==> src/rtl/alu_ext.sv <==
// alu_ext: operand registers, combinational ALU, registered flags and a
// multi-cycle shift-add multiplier with start/busy/done handshake.
module alu_ext #(
  parameter int unsigned WIDTH = 8
) (
  input  logic             clk,
  input  logic             reset,
  input  logic             ctrl_ai,
  input  logic             ctrl_bi,
  input  logic             ctrl_fi,
  input  logic [2:0]       ctrl_op,
  input  logic             ctrl_start,
  input  logic [WIDTH-1:0] bus,
  output logic [WIDTH-1:0] a_reg,
  output logic [WIDTH-1:0] b_reg,
  output logic [WIDTH-1:0] result,
  output logic [WIDTH-1:0] prod_hi,
  output logic             flag_c,
  output logic             flag_z,
  output logic             flag_n,
  output logic             flag_v,
  output logic             busy,
  output logic             done
);

  localparam int unsigned CntW = $clog2(WIDTH);
  localparam logic [CntW-1:0] LastCnt = CntW'(WIDTH - 1);
  localparam logic [2:0] OpMul = 3'd7;

  typedef enum logic [1:0] {StIdle, StRun, StDone} state_e;

  state_e             state_q, state_d;
  logic [CntW-1:0]    cnt_q, cnt_d;
  logic [WIDTH-1:0]   a_q, b_q;
  logic [WIDTH-1:0]   mcand_q, mcand_d;
  logic [WIDTH-1:0]   mplier_q, mplier_d;
  logic [2*WIDTH-1:0] prod_q, prod_d;
  logic               fc_q, fz_q, fn_q, fv_q;

  logic               start_ok;
  logic [WIDTH:0]     acc;
  logic [WIDTH-1:0]   b_eff;
  logic               cin;
  logic [WIDTH:0]     sum;
  logic [WIDTH-1:0]   res;
  logic               fc_d, fz_d, fn_d, fv_d;

  // A start is only honoured when the multiplier is not mid-run.
  assign start_ok = ctrl_start && (ctrl_op == OpMul) && (state_q != StRun);

  // Operand registers; independent of the multiplier, which works on copies.
  always_ff @(posedge clk or posedge reset) begin
    if (reset) begin
      a_q <= '0;
      b_q <= '0;
    end else begin
      if (ctrl_ai) a_q <= bus;
      if (ctrl_bi) b_q <= bus;
    end
  end

  // One shift-add step: add multiplicand into the high half, shift right.
  always_comb begin
    acc = {1'b0, prod_q[2*WIDTH-1:WIDTH]} + (mplier_q[0] ? {1'b0, mcand_q} : '0);
  end

  // Multiplier next-state logic.
  always_comb begin
    state_d  = state_q;
    cnt_d    = cnt_q;
    mcand_d  = mcand_q;
    mplier_d = mplier_q;
    prod_d   = prod_q;
    case (state_q)
      StIdle, StDone: begin
        state_d = StIdle;
        if (start_ok) begin
          mcand_d  = a_q;
          mplier_d = b_q;
          prod_d   = '0;
          cnt_d    = '0;
          state_d  = StRun;
        end
      end
      StRun: begin
        prod_d   = {acc, prod_q[WIDTH-1:1]};
        mplier_d = mplier_q >> 1;
        cnt_d    = cnt_q + 1'b1;
        if (cnt_q == LastCnt) begin
          cnt_d   = '0;
          state_d = StDone;
        end
      end
      default: state_d = StIdle;
    endcase
  end

  // Multiplier state registers.
  always_ff @(posedge clk or posedge reset) begin
    if (reset) begin
      state_q  <= StIdle;
      cnt_q    <= '0;
      mcand_q  <= '0;
      mplier_q <= '0;
      prod_q   <= '0;
    end else begin
      state_q  <= state_d;
      cnt_q    <= cnt_d;
      mcand_q  <= mcand_d;
      mplier_q <= mplier_d;
      prod_q   <= prod_d;
    end
  end

  // Adder operand selection; SUB/SBC use a + ~b + cin.
  always_comb begin
    b_eff = b_q;
    cin   = 1'b0;
    case (ctrl_op)
      3'd1:    begin b_eff = ~b_q; cin = 1'b1;   end
      3'd2:    begin b_eff = b_q;  cin = fc_q;   end
      3'd3:    begin b_eff = ~b_q; cin = fc_q;   end
      default: begin b_eff = b_q;  cin = 1'b0;   end
    endcase
    sum = {1'b0, a_q} + {1'b0, b_eff} + {{WIDTH{1'b0}}, cin};
  end

  // Result and flag candidates for the current op.
  always_comb begin
    res  = sum[WIDTH-1:0];
    fc_d = sum[WIDTH];
    fv_d = (a_q[WIDTH-1] == b_eff[WIDTH-1]) && (sum[WIDTH-1] != a_q[WIDTH-1]);
    case (ctrl_op)
      3'd4:    begin res = a_q & b_q; fc_d = 1'b0; fv_d = 1'b0; end
      3'd5:    begin res = a_q | b_q; fc_d = 1'b0; fv_d = 1'b0; end
      3'd6:    begin res = a_q ^ b_q; fc_d = 1'b0; fv_d = 1'b0; end
      3'd7: begin
        res  = prod_q[WIDTH-1:0];
        fc_d = |prod_q[2*WIDTH-1:WIDTH];
        fv_d = |prod_q[2*WIDTH-1:WIDTH];
      end
      default: ;
    endcase
    fz_d = (ctrl_op == OpMul) ? (prod_q == '0) : (res == '0);
    fn_d = res[WIDTH-1];
  end

  // Flags register, written only under ctrl_fi.
  always_ff @(posedge clk or posedge reset) begin
    if (reset) begin
      fc_q <= 1'b0;
      fz_q <= 1'b0;
      fn_q <= 1'b0;
      fv_q <= 1'b0;
    end else if (ctrl_fi) begin
      fc_q <= fc_d;
      fz_q <= fz_d;
      fn_q <= fn_d;
      fv_q <= fv_d;
    end
  end

  assign a_reg   = a_q;
  assign b_reg   = b_q;
  assign result  = res;
  assign prod_hi = prod_q[2*WIDTH-1:WIDTH];
  assign flag_c  = fc_q;
  assign flag_z  = fz_q;
  assign flag_n  = fn_q;
  assign flag_v  = fv_q;
  assign busy    = (state_q == StRun);
  assign done    = (state_q == StDone);

endmodule

==> config.mk <==
export PLATFORM = sky130hd
export DESIGN_NAME = alu_ext
export DESIGN_NICKNAME = d
export VERILOG_FILES = /design/src/rtl/alu_ext.sv
export SDC_FILE = /design/constraint.sdc
export NUM_CORES = 1
export LEC_CHECK = 0
export ABC_AREA = 1
export CAP_MARGIN = 20
export CORE_MARGIN = 2
export CORE_UTILIZATION = 50
export CTS_CLUSTER_DIAMETER = 60
export CTS_CLUSTER_SIZE = 8
export DETAILED_ROUTE_END_ITERATION = 7
export PLACE_DENSITY = 0.85
export SETUP_SLACK_MARGIN = 0.4
export SLEW_MARGIN = 20
export SYNTH_ARGS = -nofsm -noshare
export SYNTH_HDL_FRONTEND = slang
export SYNTH_SLANG_ARGS = --single-unit
==> constraint.sdc <==
create_clock -name clk -period 4.5 [get_ports clk]
set_clock_uncertainty 0.05 [all_clocks]
set_input_delay 0.675 -clock clk [delete_from_list [all_inputs] [get_ports clk]]
set_output_delay 0.675 -clock clk [all_outputs]
set_load 0.05 [all_outputs]
==> run_results.csv <==
group,metric,value,unit
status,status,"finished clean",
clock_tree,cts_sinks,57,
power,ir_worst_vdd,0.328,mV
global_routing,grt-ovfl-total,0,
sta,tightest_slew,0.749,ns
power,p_leak,0.00232,µW
routing,drt_iter0_drc,214,
routing,wl_per_cell,14.4,µm
global_routing,grt_pass1_wl,15.7,mm
sta,relSlewSlack,0.500,
placed_design,place_congestion,0.908,
routing,vias,3391,
worst_hold_path,hp-class,"reg -> reg",
worst_setup_path,crit_path_end_kind,"output port",
sta,tns,0,ns
sta,slew_violations,0,
synthesis,avgSynthCellArea,7.85,µm²
synthesis,yosys.area_share.simple,0.223,
routing,route.met2.wl,4.38,mm
sta,finalHoldViolations,0,
synthesis,syn_nets,529,
flow_run,maxCapViolCount,0,
die,core,0.00725,mm²
power,p_sw_frac,0.442,
die,ios,55,
global_routing,antenna_found_initial,0,
final_layout,top_register,"prod_q",
synthesis,ys_seq_elements,57,
power,p_sw,1150,µW
synthesis,synth.distinct_cells,34,
synthesis,synth_edf_count,0,
synthesis,synth_top_area_cell,"dfrtp_1",
placed_design,io_buffers,54,
worst_setup_path,crit_required,3.77,ns
sta,setup_ws,0.529,ns
global_routing,grt_pass1_vias,3358,
routing,post-route-drc-count,0,
sta,rsz0062_at_grt,"no",
final_layout,nets,578,
final_layout,antenna_cells,0,
die,rows,31,
final_layout,largest_reg_flops,16,
clock_tree,cts_tree,"done",
synthesis,ys_seq_area_frac,0.382,
synthesis,synth_fa_ha_area_frac,0.127,
synthesis,yosysMostFrequentCell,"nand2_1",
synthesis,synth_top_family_by_area,"simple AND/OR/NAND/NOR gates",
clock_tree,cts_buffer_depth,2,
sta,period_share,0.883,
clock_tree,clock-root-buffer,"clkbuf_8",
clock_tree,clock_latency,0.35,ns
power,power_frac_seq,0.310,
synthesis,synth_ff_type,"dfrtp_1",
synthesis,synth_top_area_frac,0.382,
routing,drt-met1-wl,3.69,mm
worst_setup_path,worstSetupStartpointType,"primary input",
final_layout,area_growth,23.2,%
global_routing,grt_usage,0.242,
synthesis,synth_area,0.00374,mm²
sta,fin_crit,3.97,ns
clock_tree,cts_buffers,9,
synthesis,synthTopCellsByArea,"dfrtp_1 (38%), nand2_1 (11%), ha_1 (11%)",
die,start_util,0.515,
routing,maxUsedRoutingLayer,"met4",
die,die_y,90.5,µm
worst_setup_path,critical_path.max_fanout,3,
synthesis,synth_top_cells_by_count,"nand2_1 (113), inv_1 (63), dfrtp_1 (57)",
worst_setup_path,arrival,3.25,ns
placed_design,dp_hpwl,6.94,mm
power,combinationalPowerShare,0.479,
power,clkPwrFrac,0.211,
synthesis,synth-compound-area-share,0.131,
worst_setup_path,slowest_stage,"clkdlybuf4s50_1",
worst_hold_path,hold_start,"mcand_q[5]",
die,die_w,90.5,µm
synthesis,yosysWarnings,0,
power,powerDensity,563,mW/mm²
worst_setup_path,r2r-start,"b_reg[0]",
routing,wl_met3,610,µm
sta,finalSetupViolations,0,
worst_setup_path,startpoint,"ctrl_op[2]",
synthesis,synth_cells,476,
power,p_int,1450,µW
routing,first_pass_iters,5,
clock_tree,htree_levels,3,
placed_design,dpl_worst_slack,0.399,ns
die,die_area,0.00818,mm²
synthesis,synthXorXnorAreaFrac,0.0305,
routing,routed_via_density,5.39,
sta,max_freq,252,MHz
final_layout,drive_gt1_frac,0.0981,
routing,antenna_left,0,
global_routing,grt_max_degree,38,
worst_setup_path,crit_type,"in -> out",
worst_setup_path,crit_path_max_incr_delay,0.49,ns
synthesis,ys_async_sr_fraction,1.00,
worst_setup_path,crit_chain,"clkdlybuf4s50_1 -> inv_4 -> nand2_1 -> xor2_1 -> fa_1 -> fa_2 -> nand3_1 -> nand2_1 -> a21o_1 -> nand2_1 -> nand2_1 -> nand2_1 -> nand2_1 -> inv_1 -> buf_12",
clock_tree,clkTransAtPathRegs,0.06,ns
worst_setup_path,path_common_cell,"nand2_1",
routing,routed_wl,9.04,mm
synthesis,muxShareOfSynthArea,0,
==> timing repair <==
action,4_1_cts,5_1_grt
setup endpoints to repair,1,1
gates resized for setup,2,2
hold buffers,0,0
cloned,0,0
buffers inserted,0,1
==> critical path: cells and delay by family <==
| kind | cells | cell delay [ns] |
|---|---|---|
| AOI/OAI and AO/OA | 1 | 0.18 |
| xor gates and xnor gates | 1 | 0.17 |
| adders and majority gates | 2 | 0.83 |
| and+or+nand+nor | 7 | 0.56 |
| buffers and inverters | 4 | 0.82 |
==> placed cells by master, fill, tap and decap left out, drive strengths merged <==
cell type,n
bufinv,2
nand4,12
nor4,2
xnor2,2
clkbuf,10
o21bai,1
dlygate4sd2,1
clkinv,1
nor2,35
nor3,1
o21ai,40
clkdlybuf4s50,45
dfrtp,57
a22o,3
nand3,24
or2,1
o22ai,9
nand2,115
o211ai,1
o221ai,1
o2bb2ai,2
o2111ai,1
a31oi,10
clkinvlp,3
inv,72
ha,33
a21oi,16
a21o,1
o21a,1
fa,3
xor2,11
buf,14
==> per-layer routing <==
layer | GRT usage | up-vias
met1 | 0.289 | 1585
met2 | 0.410 | 129
met5 | 0 | -
met3 | 0.0534 | 33
met4 | 0.118 | 0
li1 | - | 1644
==> power groups by stage <==
stage / combinational [µW] / clock (µW) / sequential [µW]
2_1_floorplan: 870 / 0 / 834
3_3_place_gp: 1190 / 0 / 802
3_5_place_dp: 1230 / 0 / 813
4_1_cts: 1240 / 552 / 806
5_1_grt: 1380 / 578 / 828
6_report: 1240 / 548 / 805
==> cell families (layout without fill, tap and decap cells) <==
| family | after synthesis | count (layout) |
|---|---|---|
| flip-flops | 57 | 57 |
| AND/OR/NAND/NOR | 190 | 190 |
| AO/OA/AOI/OAI | 86 | 86 |
| buffers and inverters | 94 | 148 |
| adder cells (fa/ha/maj) | 36 | 36 |
| XOR/XNOR | 13 | 13 |
==> worst paths after layout <==
kind / endpoint / slack (ns) / cells past startpoint
worst max-delay path: result[6] / 0.53 / 15
worst min-delay path: mcand_q[5] / 0.43 / 2
worst max register to register: flag_z / 1.87 / 12
worst min register to register: mcand_q[5] / 0.43 / 2
max in group asynchronous: b_reg[6] / 2.91 / 3
min in group asynchronous: mcand_q[0] / 0.73 / 2
==> per-stage QoR <==
stage	cells	hold slack [ns]	total power [µW]	instance area (µm²)	utilization
CTS	628	0.440	2600	4590	0.633
detailed placement	612	0.424	2050	4360	0.602
global route	629	0.478	2790	4610	0.635
floorplan	476	0.403	1700	3740	-
finish	629	0.435	2600	4610	0.635
global placement	612	0.416	1990	4360	0.602
==> cell type report <==
| type | count | area [µm²] |
|---|---|---|
| clock inverters | 6 | 91.3 |
| repair buffers | 60 | 643 |
| inverters | 72 | 273 |
| fillers | 624 | 2650 |
| flip-flops and latches | 57 | 1430 |
| well taps | 99 | 124 |
| multi-input cells | 325 | 1910 |
| clock buffers | 10 | 138 |
No activity file was read; power rests on OpenSTA's default activity.
